==> config.mk <==
export PLATFORM = sky130hd
export DESIGN_NAME = sreceiver_sync
export DESIGN_NICKNAME = d
export VERILOG_FILES = /design/src/rtl/serial_pkg.sv /design/src/rtl/sync_edge_det.sv /design/src/rtl/sreceiver_sync.sv
export SDC_FILE = /design/constraint.sdc
export NUM_CORES = 1
export LEC_CHECK = 0
export ABC_AREA = 1
export CORE_MARGIN = 8
export CORE_UTILIZATION = 55
export CTS_BUF_LIST = sky130_fd_sc_hd__clkbuf_16
export CTS_CLUSTER_SIZE = 24
export DETAILED_ROUTE_END_ITERATION = 8
export PLACE_DENSITY = 0.78
export SLEW_MARGIN = 40
export SYNTH_ARGS = -nofsm -noshare
export SYNTH_HDL_FRONTEND = slang
export SYNTH_SLANG_ARGS = --single-unit
export TNS_END_PERCENT = 20
==> constraint.sdc <==
create_clock -name Clk -period 2.9 [get_ports Clk]
set_input_delay 0.435 -clock Clk [delete_from_list [all_inputs] [get_ports Clk]]
set_output_delay 0.435 -clock Clk [all_outputs]
set_load 0.005 [all_outputs]
==> src/rtl/serial_pkg.sv <==
// Shared definitions for the serial receiver: FSM state encoding,
// frame geometry and the parity helper used by the receive datapath.
package serial_pkg;

    // Receiver FSM states.
    typedef enum logic [1:0] {
        ST_IDLE   = 2'd0,
        ST_DATA   = 2'd1,
        ST_PARITY = 2'd2,
        ST_STOP   = 2'd3
    } rx_state_e;

    // Frame geometry: start + 8 data + parity + stop.
    localparam int DATA_BITS   = 8;
    localparam int FRAME_EDGES = 11;

    // True when the 8 data bits plus the received parity bit do not
    // have the parity selected by odd_sel (0 = even, 1 = odd).
    function automatic logic parity_mismatch(
        input logic [DATA_BITS-1:0] data,
        input logic                 par_bit,
        input logic                 odd_sel
    );
        return (^{data, par_bit}) != odd_sel;
    endfunction

endpackage

==> src/rtl/sync_edge_det.sv <==
// Brings SCin and SDin into the Clk domain through identical flop chains
// and produces a one-cycle sc_rise pulse on each synchronised SCin rise.
// Keeping both chains the same depth preserves their relative alignment,
// so SDin is always sampled with the same skew as the clock it rides on.
module sync_edge_det #(
    parameter int SYNC_STAGES = 2
) (
    input  logic clk,
    input  logic rst,
    input  logic sc_in,
    input  logic sd_in,
    output logic sc_rise,
    output logic sd_sync
);

    logic [SYNC_STAGES-1:0] sc_sync_q;
    logic [SYNC_STAGES-1:0] sc_sync_d;
    logic [SYNC_STAGES-1:0] sd_sync_q;
    logic [SYNC_STAGES-1:0] sd_sync_d;
    logic                   sc_prev_q;
    logic                   sc_prev_d;

    // Next state of both synchroniser chains and the SCin history flop.
    always_comb begin
        sc_sync_d = {sc_sync_q[SYNC_STAGES-2:0], sc_in};
        sd_sync_d = {sd_sync_q[SYNC_STAGES-2:0], sd_in};
        sc_prev_d = sc_sync_q[SYNC_STAGES-1];
    end

    // Synchroniser flops; all clear to 0 so a high SCin at release yields one rise.
    always_ff @(posedge clk or posedge rst) begin
        if (rst) begin
            sc_sync_q <= '0;
            sd_sync_q <= '0;
            sc_prev_q <= 1'b0;
        end else begin
            sc_sync_q <= sc_sync_d;
            sd_sync_q <= sd_sync_d;
            sc_prev_q <= sc_prev_d;
        end
    end

    assign sc_rise = sc_sync_q[SYNC_STAGES-1] & ~sc_prev_q;
    assign sd_sync = sd_sync_q[SYNC_STAGES-1];

endmodule

==> src/rtl/sreceiver_sync.sv <==
// Serial frame receiver: start bit, 8 data bits LSB first, parity, stop.
// SCin/SDin are asynchronous; they are synchronised in sync_edge_det and
// the FSM advances only in the Clk cycle carrying a synchronised SCin rise.
// Accepted frames update PDout/ParErr and pulse PDready; a low stop bit
// pulses FrmErr and leaves PDout/ParErr untouched.
module sreceiver_sync
    import serial_pkg::*;
#(
    parameter bit PARITY_ODD  = 1'b0,
    parameter int SYNC_STAGES = 2
) (
    input  logic                 Clk,
    input  logic                 Reset,
    input  logic                 SCin,
    input  logic                 SDin,
    output logic [DATA_BITS-1:0] PDout,
    output logic                 PDready,
    output logic                 ParErr,
    output logic                 FrmErr
);

    localparam logic [2:0] LAST_BIT = 3'(DATA_BITS - 1);

    logic                 sc_rise;
    logic                 sd_bit;

    rx_state_e            state_q;
    rx_state_e            state_d;
    logic [2:0]           cnt_q;
    logic [2:0]           cnt_d;
    logic [DATA_BITS-1:0] shreg_q;
    logic [DATA_BITS-1:0] shreg_d;
    logic                 mism_q;
    logic                 mism_d;
    logic [DATA_BITS-1:0] pdout_q;
    logic [DATA_BITS-1:0] pdout_d;
    logic                 parerr_q;
    logic                 parerr_d;
    logic                 pdready_q;
    logic                 pdready_d;
    logic                 frmerr_q;
    logic                 frmerr_d;

    sync_edge_det #(
        .SYNC_STAGES (SYNC_STAGES)
    ) u_sync (
        .clk     (Clk),
        .rst     (Reset),
        .sc_in   (SCin),
        .sd_in   (SDin),
        .sc_rise (sc_rise),
        .sd_sync (sd_bit)
    );

    // Frame FSM and datapath next-state; nothing moves without sc_rise,
    // and the two status pulses default low so they last one cycle only.
    always_comb begin
        state_d   = state_q;
        cnt_d     = cnt_q;
        shreg_d   = shreg_q;
        mism_d    = mism_q;
        pdout_d   = pdout_q;
        parerr_d  = parerr_q;
        pdready_d = 1'b0;
        frmerr_d  = 1'b0;

        if (sc_rise) begin
            case (state_q)
                ST_IDLE: begin
                    // A high line is idle; a low bit is the start bit.
                    if (!sd_bit) begin
                        state_d = ST_DATA;
                        cnt_d   = 3'd0;
                    end
                end

                ST_DATA: begin
                    // LSB arrives first, so shifting right leaves bit 0 in place after 8 bits.
                    shreg_d = {sd_bit, shreg_q[DATA_BITS-1:1]};
                    cnt_d   = cnt_q + 3'd1;
                    if (cnt_q == LAST_BIT) begin
                        state_d = ST_PARITY;
                    end
                end

                ST_PARITY: begin
                    mism_d  = parity_mismatch(shreg_q, sd_bit, PARITY_ODD);
                    state_d = ST_STOP;
                end

                ST_STOP: begin
                    if (sd_bit) begin
                        pdout_d   = shreg_q;
                        parerr_d  = mism_q;
                        pdready_d = 1'b1;
                    end else begin
                        frmerr_d  = 1'b1;
                    end
                    // Returning to IDLE here lets a start bit follow immediately.
                    state_d = ST_IDLE;
                end

                default: begin
                    state_d = ST_IDLE;
                end
            endcase
        end
    end

    // All receiver state and registered outputs; reset discards any partial frame.
    always_ff @(posedge Clk or posedge Reset) begin
        if (Reset) begin
            state_q   <= ST_IDLE;
            cnt_q     <= 3'd0;
            shreg_q   <= '0;
            mism_q    <= 1'b0;
            pdout_q   <= '0;
            parerr_q  <= 1'b0;
            pdready_q <= 1'b0;
            frmerr_q  <= 1'b0;
        end else begin
            state_q   <= state_d;
            cnt_q     <= cnt_d;
            shreg_q   <= shreg_d;
            mism_q    <= mism_d;
            pdout_q   <= pdout_d;
            parerr_q  <= parerr_d;
            pdready_q <= pdready_d;
            frmerr_q  <= frmerr_d;
        end
    end

    assign PDout   = pdout_q;
    assign PDready = pdready_q;
    assign ParErr  = parerr_q;
    assign FrmErr  = frmerr_q;

endmodule

After elaboration in Yosys (flattened, before gate mapping)
Index checks and enable logic that the tools add are counted.
Storage, ports and cells
  bits of input ports: 4
  logic and storage cells: 39
  register bits after elaboration: 30
Cells by class
  bitwise logic cells: 2
  multiplexer cells: 11
  eq/ne operators: 6
  reductions and logical operators: 8
  add/subtract/negate cells: 1
Operators with widths (number)
  AND reduction 3 bit: 3
  XOR reduction 9 bit: 1
  case mux 2 bit (4 select lines): 1
  two-way mux 1 bit: 6
  case mux 3 bit (2 select lines): 1
  equality test 2 bit, second input constant: 2
  two-way mux 2 bit: 2
  != test 2 bit, second input constant: 2
  AND reduction 2 bit: 2
  adder 3 x 1 -> 3 bit, second input constant: 1
  equality test 3 bit, second input constant: 1
  two-way mux 3 bit: 1
  equality test 2 x 1 -> 1 bit, second input constant: 1
  logical NOT 2 bit: 1
  nonzero test 2 bit: 1
  bitwise AND 1 bit: 1
  inverter 1 bit: 1

Longest topological paths before layout
Gate-level depths: netlist (run 1).
  word-level depth: 3
  mapped depth: 9
  depth with buffers taken out: 9

Modules after synthesis
A second synthesis (run 1) with hierarchy kept.
Second synthesis, totals
  cells, all modules: 142
  area, all modules: 1318.8 um^2
By module, submodules not included
  sreceiver_sync: area an instance 1179.9 um^2, instances 1, cells an instance 134
  sync_edge_det: area an instance 138.9 um^2, instances 1, cells an instance 8

Worst setup path before layout (run 1)
OpenSTA, ideal clock, no wires.
  kind: register -> register
  from: reg state_q[1]
  to: reg shreg_q[0]
  stages on the path, launching flop included: 7
  arrival time: 1.131 ns
  setup time: 0.131 ns
  setup slack: 1.639 ns
  path through: dfrtp_1 inv_1 ha_1 nand2_1 clkbuf_1 nand2_1 o21ai_0
On the way
  word-level cells in the longest chain between the ends: 2
Ends and longest elaborated chain
  start: declaration: RTL line sreceiver_sync.sv:27  | rx_state_e state_q;
  start signal: assignment: RTL line sreceiver_sync.sv:122  | state_q <= state_d;
  equality test 2 x 1 -> 1 bit: RTL line sreceiver_sync.sv:68  | case (state_q)
  AND reduction 2 bit (no line)
  end signal: assignment: RTL line sreceiver_sync.sv:124  | shreg_q <= shreg_d;
  end: declaration: RTL line sreceiver_sync.sv:31  | logic [DATA_BITS-1:0] shreg_q;
Every way passes these cells.
A chain may end at the register's enable or synchronous reset.

Worst setup path after layout (run 1)
  from: reg pdout_q[5], in the netlist PDout[5]
  to: out PDout[5]
RTL lines
  start: declaration: RTL line sreceiver_sync.sv:35  | logic [DATA_BITS-1:0] pdout_q;
  start signal: assignment: RTL line sreceiver_sync.sv:126  | pdout_q <= pdout_d;
  end: declaration: RTL line sreceiver_sync.sv:16  | output logic [DATA_BITS-1:0] PDout,
No word-level cell between the ends.

==> results of run 1 <==
==> routing by layer <==
layer / up-vias / GRT usage [%] / routed length [um]
met3: 8 / 5.59 / 152
met4: 0 / 6.13 / 57
met5: - / 0 / 0
met2: 21 / 24.1 / 1320
met1: 493 / 13.6 / 1030
li1: 518 / - / -
==> worst min-delay path by stage <==
stage / endpoint / depth (start not counted)
floorplan: u_sync.sc_sync_q[1]$_DFF_PP0_ / 0
global placement: u_sync.sd_sync_q[1]$_DFF_PP0_ / 0
detailed placement: u_sync.sd_sync_q[1]$_DFF_PP0_ / 0
CTS: u_sync.sd_sync_q[1]$_DFF_PP0_ / 0
global route: u_sync.sd_sync_q[1]$_DFF_PP0_ / 0
finish: u_sync.sd_sync_q[1]$_DFF_PP0_ / 0
==> report_power, final <==
part	internal, W	switching, W
clock	0.000395	0.000164
combinational	0.000191	0.000258
sequential	0.000526	0.0000831
==> state kept, by name, summed over array words and instances, names as in the netlist <==
register / count
state_q: 2
PDout: 8
ParErr: 1
FrmErr: 1
u_sync.sc_prev_q: 1
u_sync.sc_sync_q: 2
cnt_q: 3
PDready: 1
mism_q: 1
shreg_q: 8
u_sync.sd_sync_q: 2
==> cells by family (layout without fill, tap and decap cells) <==
family	after synthesis	count (layout)	share of synthesized area, %
simple gates	70	70	21.2
compound gates	22	22	10.2
fa+ha+maj	6	6	5.46
xor+xnor	1	1	0.637
flops	30	30	54.6
buf+inv	27	47	7.92
==> cells in the final DEF, fill, tap and decap left out, drive strengths merged <==
cell type	n
nand3	8
xnor2	1
a21oi	1
nor3	2
clkinv	1
o21ai	21
clkdlybuf4s50	14
nand2	53
clkbuf	5
bufinv	1
buf	1
ha	6
dfrtp	30
inv	25
nor2	7
==> per-stage QoR <==
| step | util, % | cells | instance area (um^2) | total power (W) | hold slack (ns) |
|---|---|---|---|---|---|
| 3_5_place_dp | 63.5 | 199 | 1550 | 0.00106 | 0.342 |
| 3_3_place_gp | 63.5 | 199 | 1550 | 0.00103 | 0.332 |
| 5_1_grt | 70.1 | 206 | 1700 | 0.00174 | 0.362 |
| 4_1_cts | 70.1 | 206 | 1700 | 0.00163 | 0.352 |
| 2_1_floorplan | - | 156 | 1380 | 0.000913 | 0.331 |
| 6_report | 70.1 | 206 | 1700 | 0.00162 | 0.347 |
==> layout make-up <==
cell class	instances	area, um^2	share of cell area, %
inverters	25	93.8	5.51
multi-input cells	99	515	30.2
flip-flops and latches	30	751	44.1
clock inverters	2	33.8	1.98
repair buffers	15	148	8.66
clock buffers	5	125	7.34
well taps	30	37.5	2.20
==> run_summary.xml, run 1 <==
<?xml version="1.0" encoding="UTF-8"?>
<metrics>
  <group name="worst_setup_path">
    <metric name="cp_slowest_cell" unit="">clkdlybuf4s50_1</metric>
    <metric name="timing.reg2reg.worst_path_depth" unit="">8</metric>
    <metric name="worst-endpoint-required" unit="ns">2.47</metric>
    <metric name="r2r_start" unit="">state_q[0]$_DFFE_PP0P_</metric>
    <metric name="setup.worst_path.start" unit="">PDout[5]$_DFFE_PP0P_</metric>
    <metric name="worst_setup_path_end_kind" unit="">output port</metric>
    <metric name="critical_path_arrival" unit="ns">1.13</metric>
    <metric name="setup.reg_to_reg.worst_slack" unit="ns">1.51</metric>
    <metric name="critPathMaxStageDelay" unit="ns">0.51</metric>
    <metric name="path_class" unit="">register to output port</metric>
    <metric name="critical_path.cell_chain" unit="">clkdlybuf4s50_1</metric>
    <metric name="reg2reg_to" unit="">cnt_q[0]$_DFFE_PP0P_</metric>
    <metric name="cp_top_family" unit="">buffers and inverters</metric>
    <metric name="critical_path.endpoint" unit="">PDout[5]</metric>
    <metric name="timing.critical_path.from_type" unit="">register</metric>
    <metric name="critical_path_buf_inv_count" unit="">1</metric>
    <metric name="cell_depth_of_the_worst_setup_path" unit="">1</metric>
    <metric name="timing.critical_path.fanout_max" unit="">2</metric>
  </group>
  <group name="synthesis">
    <metric name="synth-seq-area-share" unit="%">54.6</metric>
    <metric name="synthesis.yosys.warnings" unit="">0</metric>
    <metric name="synth_top_cell_by_area" unit="">dfrtp_1</metric>
    <metric name="synth_cell_types" unit="">17</metric>
    <metric name="synthDominantCellAreaShare" unit="%">54.6</metric>
    <metric name="syn_area" unit="mm^2">0.00138</metric>
    <metric name="total_nets_after_synthesis" unit="">166</metric>
    <metric name="synth_flop_cell" unit="">dfrtp_1</metric>
    <metric name="synth_async_sr_flop_share" unit="%">100</metric>
    <metric name="cell_types_occupying_the_most_area_after_synthesis" unit="">dfrtp_1 (55%), nand2_1 (14%), inv_1 (6.0%), ha_1 (5.5%), o21ai_2 (5.1%)</metric>
    <metric name="ys_ff_latch" unit="">30</metric>
    <metric name="yosys-top-cells-count" unit="">nand2_1 (52), dfrtp_1 (30), inv_1 (22)</metric>
    <metric name="postSynthAreaPerCell" unit="um^2">8.81</metric>
    <metric name="post-synth-top-count-cell" unit="">nand2_1</metric>
    <metric name="syn_inst" unit="">156</metric>
    <metric name="synth_edf_count" unit="">0</metric>
  </group>
  <group name="routing">
    <metric name="wl_per_cell" unit="um">12.4</metric>
    <metric name="vias_per_cell" unit="">5.05</metric>
    <metric name="drt_pre_antenna_iters" unit="">4</metric>
    <metric name="vias" unit="">1040</metric>
    <metric name="drcViolationCount" unit="">0</metric>
    <metric name="drt_iter0_markers" unit="">44</metric>
    <metric name="postRouteAntennaNets" unit="">0</metric>
    <metric name="finalWirelength" unit="um">2560</metric>
  </group>
  <group name="timing">
    <metric name="setup-tns-final" unit="ns">0</metric>
    <metric name="final_period_utilization" unit="%">53.9</metric>
    <metric name="fmax" unit="MHz">640</metric>
    <metric name="number_of_failing_hold_endpoints_at_the_final_stage" unit="">0</metric>
    <metric name="final_setup_fails" unit="">0</metric>
    <metric name="clock-skew-final" unit="ns">0.00404</metric>
    <metric name="final_critical_path_setup_slack" unit="ns">1.34</metric>
    <metric name="slew_violations" unit="">0</metric>
    <metric name="slew_headroom" unit="%">72.9</metric>
    <metric name="worstMarginPinSlew" unit="ns">0.405</metric>
    <metric name="rsz0062_at_grt" unit="">false</metric>
    <metric name="period_minus_slack" unit="ns">1.56</metric>
  </group>
  <group name="placement">
    <metric name="place_ws" unit="ns">1.53</metric>
    <metric name="port_buffers" unit="">14</metric>
    <metric name="place.detailed.hpwl" unit="um">1860</metric>
    <metric name="finalWeightedCongestion" unit="">0.846</metric>
  </group>
  <group name="clocking">
    <metric name="clkLatencyLatePin" unit="ns">0.27</metric>
    <metric name="postCtsSetupRepairBufs" unit="">0</metric>
    <metric name="cts_num_sinks" unit="">30</metric>
    <metric name="cts-root-buf" unit="">clkbuf_16</metric>
    <metric name="ctsResizeCount" unit="">0</metric>
    <metric name="cts_tree" unit="">done</metric>
    <metric name="holdBufCountCts" unit="">0</metric>
    <metric name="clock_tree.htree_level_count" unit="">2</metric>
    <metric name="worst_setup_hold_path_clk_slew" unit="ns">0.05</metric>
    <metric name="tritoncts.num_buffers" unit="">5</metric>
    <metric name="clock_path_buffers" unit="">2</metric>
  </group>
  <group name="floorplan">
    <metric name="die-area" unit="mm^2">0.00436</metric>
    <metric name="rows" unit="">18</metric>
    <metric name="start_util" unit="%">56.5</metric>
    <metric name="io-pin-count" unit="">15</metric>
    <metric name="die_height" unit="um">66</metric>
    <metric name="core" unit="mm^2">0.00243</metric>
    <metric name="die_wd" unit="um">66</metric>
  </group>
  <group name="grt">
    <metric name="grt_use_total" unit="%">13.6</metric>
    <metric name="largest_net_degree_at_the_start_of_global_routing" unit="">31</metric>
    <metric name="initial_antenna_violation_count" unit="">0</metric>
    <metric name="vias_in_the_first_global_route" unit="">1029</metric>
    <metric name="globalRouteOverflowTotal" unit="">0</metric>
    <metric name="grt_pass1_wl" unit="um">4550</metric>
  </group>
  <group name="finish">
    <metric name="count_of_antenna_diodes_in_the_layout" unit="">0</metric>
    <metric name="drive_gt1_share" unit="%">11.9</metric>
    <metric name="area_growth" unit="%">23.9</metric>
    <metric name="layout_fillers" unit="">195</metric>
    <metric name="finalNetCount" unit="">186</metric>
  </group>
  <group name="power">
    <metric name="power_density" unit="mW/mm^2">949</metric>
    <metric name="cellLeakagePower" unit="nW">0.877</metric>
    <metric name="worst_ir_drop_vdd" unit="mV">0.669</metric>
  </group>
  <group name="worst_hold_path">
    <metric name="hp-class" unit="">register to register</metric>
    <metric name="worst_hold_startpoint" unit="">u_sync.sd_sync_q[0]$_DFF_PP0_</metric>
  </group>
  <group name="flow_run">
    <metric name="cap_violations" unit="">0</metric>
  </group>
  <group name="run_status">
    <metric name="run_status" unit="">finished clean</metric>
  </group>
</metrics>
No activity file was read; power rests on OpenSTA's default activity.
==> inputs of run 2 (changes only) <==
CORE_UTILIZATION = 54   (was 55)
PLACE_DENSITY = 0.77   (was 0.78)
clock period = 1.6 ns   (was 2.9 ns; I/O delays follow)
==> run 2 against run 1 <==
  * Clock power rose by 82%
  * Sequential power rose by 82%
  * Highest routed layer unchanged
  * Critical endpoint is now shreg_q[0]$_DFFE_PP0P_
  * Non-clock buffer count did not move
  * Clock skew fell by 0.00092 ns
  * Worst setup slack got worse by 1.2 ns
==> run_summary.xml, run 2 (synthesis results as in run 1) <==
<?xml version="1.0" encoding="UTF-8"?>
<metrics>
  <group name="worst_setup_path">
    <metric name="timing.critical_path.fanout_max" unit="">16</metric>
    <metric name="timing.reg2reg.worst_path_depth" unit="">5</metric>
    <metric name="cp_top_family" unit="">simple AND/OR/NAND/NOR gates</metric>
    <metric name="timing.critical_path.from_type" unit="">register</metric>
    <metric name="cp_slowest_cell" unit="">dfrtp_1</metric>
    <metric name="worst-endpoint-required" unit="ns">1.74</metric>
    <metric name="critical_path.most_common_cell" unit="">nand2_1</metric>
    <metric name="critical_path.cell_chain" unit="">inv_1, ha_1, nand2_1, nand2_1, o21ai_0</metric>
    <metric name="critical_path_arrival" unit="ns">1.57</metric>
    <metric name="setup.worst_path.start" unit="">state_q[1]$_DFFE_PP0P_</metric>
    <metric name="worst_setup_path_end_kind" unit="">register</metric>
    <metric name="r2r_start" unit="">state_q[1]$_DFFE_PP0P_</metric>
    <metric name="cell_depth_of_the_worst_setup_path" unit="">5</metric>
    <metric name="critical_path_buf_inv_count" unit="">1</metric>
    <metric name="critPathMaxStageDelay" unit="ns">0.39</metric>
    <metric name="reg2reg_to" unit="">shreg_q[0]$_DFFE_PP0P_</metric>
    <metric name="setup.reg_to_reg.worst_slack" unit="ns">0.16</metric>
    <metric name="critical_path.endpoint" unit="">shreg_q[0]$_DFFE_PP0P_</metric>
    <metric name="path_class" unit="">register to register</metric>
  </group>
  <group name="power">
    <metric name="power_density" unit="mW/mm^2">1720</metric>
    <metric name="worst_ir_drop_vdd" unit="mV">1.39</metric>
    <metric name="cellLeakagePower" unit="nW">0.886</metric>
  </group>
  <group name="finish">
    <metric name="count_of_antenna_diodes_in_the_layout" unit="">0</metric>
    <metric name="area_growth" unit="%">24.5</metric>
    <metric name="layout.cells.most_common_list" unit="">nand2_1 (52), dfrtp_1 (30), inv_1 (24)</metric>
    <metric name="final_standard_cell_utilization_of_the_core" unit="%">69.7</metric>
    <metric name="sequential_cell_area" unit="um^2">751</metric>
    <metric name="finalNetCount" unit="">186</metric>
    <metric name="final_common_cell" unit="">nand2_1</metric>
    <metric name="drive_gt1_share" unit="%">12.4</metric>
    <metric name="multi_input_area" unit="um^2">519</metric>
    <metric name="layout_fillers" unit="">198</metric>
  </group>
  <group name="placement">
    <metric name="place.detailed.hpwl" unit="um">1890</metric>
    <metric name="finalWeightedCongestion" unit="">0.786</metric>
    <metric name="port_buffers" unit="">14</metric>
  </group>
  <group name="timing">
    <metric name="final_period_utilization" unit="%">89.9</metric>
    <metric name="slew_headroom" unit="%">73.4</metric>
    <metric name="number_of_failing_hold_endpoints_at_the_final_stage" unit="">0</metric>
    <metric name="setup-tns-final" unit="ns">0</metric>
    <metric name="period_minus_slack" unit="ns">1.44</metric>
    <metric name="final_setup_fails" unit="">0</metric>
    <metric name="worstMarginPinSlew" unit="ns">0.395</metric>
    <metric name="fmax" unit="MHz">695</metric>
    <metric name="timing.hold.ws" unit="ns">0.337</metric>
    <metric name="slew_violations" unit="">0</metric>
    <metric name="clock-skew-final" unit="ns">0.00312</metric>
  </group>
  <group name="clocking">
    <metric name="worst_setup_hold_path_clk_slew" unit="ns">0.05</metric>
    <metric name="cts_tree" unit="">done</metric>
    <metric name="clkLatencyLatePin" unit="ns">0.27</metric>
    <metric name="cts-root-buf" unit="">clkbuf_16</metric>
    <metric name="holdBufCountCts" unit="">0</metric>
    <metric name="clock_path_buffers" unit="">2</metric>
    <metric name="cts_num_sinks" unit="">30</metric>
    <metric name="postCtsSetupRepairBufs" unit="">0</metric>
    <metric name="ctsResizeCount" unit="">0</metric>
    <metric name="clock_tree.htree_level_count" unit="">2</metric>
    <metric name="tritoncts.num_buffers" unit="">5</metric>
  </group>
  <group name="routing">
    <metric name="wl_per_cell" unit="um">12.8</metric>
    <metric name="finalWirelength" unit="um">2640</metric>
    <metric name="drt_iter0_markers" unit="">44</metric>
    <metric name="drcViolationCount" unit="">0</metric>
    <metric name="vias" unit="">1054</metric>
    <metric name="drt_pre_antenna_iters" unit="">5</metric>
    <metric name="vias_per_cell" unit="">5.09</metric>
    <metric name="postRouteAntennaNets" unit="">0</metric>
  </group>
  <group name="floorplan">
    <metric name="die_height" unit="um">66.5</metric>
    <metric name="die_wd" unit="um">66.5</metric>
    <metric name="io-pin-count" unit="">15</metric>
    <metric name="start_util" unit="%">56.0</metric>
    <metric name="die-area" unit="mm^2">0.00442</metric>
    <metric name="core" unit="mm^2">0.00245</metric>
    <metric name="rows" unit="">18</metric>
  </group>
  <group name="grt">
    <metric name="grt_use_total" unit="%">14.6</metric>
    <metric name="grt_pass1_wl" unit="um">4900</metric>
    <metric name="initial_antenna_violation_count" unit="">0</metric>
    <metric name="globalRouteOverflowTotal" unit="">0</metric>
    <metric name="largest_net_degree_at_the_start_of_global_routing" unit="">31</metric>
    <metric name="vias_in_the_first_global_route" unit="">1130</metric>
  </group>
  <group name="worst_hold_path">
    <metric name="hp-class" unit="">primary input to asynchronous set/reset pin</metric>
  </group>
  <group name="run_status">
    <metric name="run_status" unit="">finished clean</metric>
  </group>
  <group name="flow_run">
    <metric name="cap_violations" unit="">0</metric>
  </group>
</metrics>
-- run 2: changes by cell type in the layout (fill, tap and decap cells not counted), sizes merged --
cell	change
inv	+2
clkinv	-1
-- run 2: metrics by stage --
| step | instances | power (W) | setup WS [ns] | instance area (um^2) |
|---|---|---|---|---|
| floorplan | 156 | 0.00165 | 0.339 | 1380 |
| global placement | 199 | 0.00187 | 0.290 | 1550 |
| detailed placement | 199 | 0.00193 | 0.204 | 1550 |
| CTS | 207 | 0.00298 | 0.185 | 1710 |
| global route | 207 | 0.00319 | -0.0176 | 1710 |
| finish | 207 | 0.00295 | 0.161 | 1710 |
-- run 2: metal layers --
layer / vias up / track usage, % / wire (um)
li1: 523 / - / -
met1: 507 / 14.1 / 1050
met2: 22 / 27.1 / 1430
met3: 2 / 5.54 / 143
met4: 0 / 5.33 / 17
met5: - / 0 / 0
-- run 2: final cells by class --
| type | count | area share, % |
|---|---|---|
| clock inverter | 3 | 2.19 |
| timing repair buffer | 15 | 8.63 |
| tap | 30 | 2.19 |
| multi-input combinational | 99 | 30.3 |
| sequential | 30 | 43.9 |
| inverter | 25 | 5.48 |
| clock buffer | 5 | 7.31 |
-- run 2: how the worst min path moves through the flow --
stage	startpoint	endpoint	slack (ns)	depth (start not counted)
final	Reset	state_q[0]$_DFFE_PP0P_	0.34	3
after global routing	u_sync.sd_sync_q[0]$_DFF_PP0_	u_sync.sd_sync_q[1]$_DFF_PP0_	0.36	0
after CTS	Reset	state_q[0]$_DFFE_PP0P_	0.35	3
after detailed placement	u_sync.sc_sync_q[0]$_DFF_PP0_	u_sync.sc_sync_q[1]$_DFF_PP0_	0.34	0
after global placement	u_sync.sd_sync_q[0]$_DFF_PP0_	u_sync.sd_sync_q[1]$_DFF_PP0_	0.33	0
after floorplan	SCin	u_sync.sc_sync_q[0]$_DFF_PP0_	0.27	0
-- run 2: worst register-to-register path, cell delays in order (launching register included) --
cell and delay, ns:
dfrtp_1 0.39, inv_1 0.10, ha_1 0.28, nand2_1 0.30
nand2_1 0.14, o21ai_0 0.09
-- run 2: power breakdown --
part | switching (W) | internal, W | total [W]
Combinational | 0.000479 | 0.000348 | 0.000826
Sequential | 0.000152 | 0.000953 | 0.00111
Clock | 0.000298 | 0.000720 | 0.00102
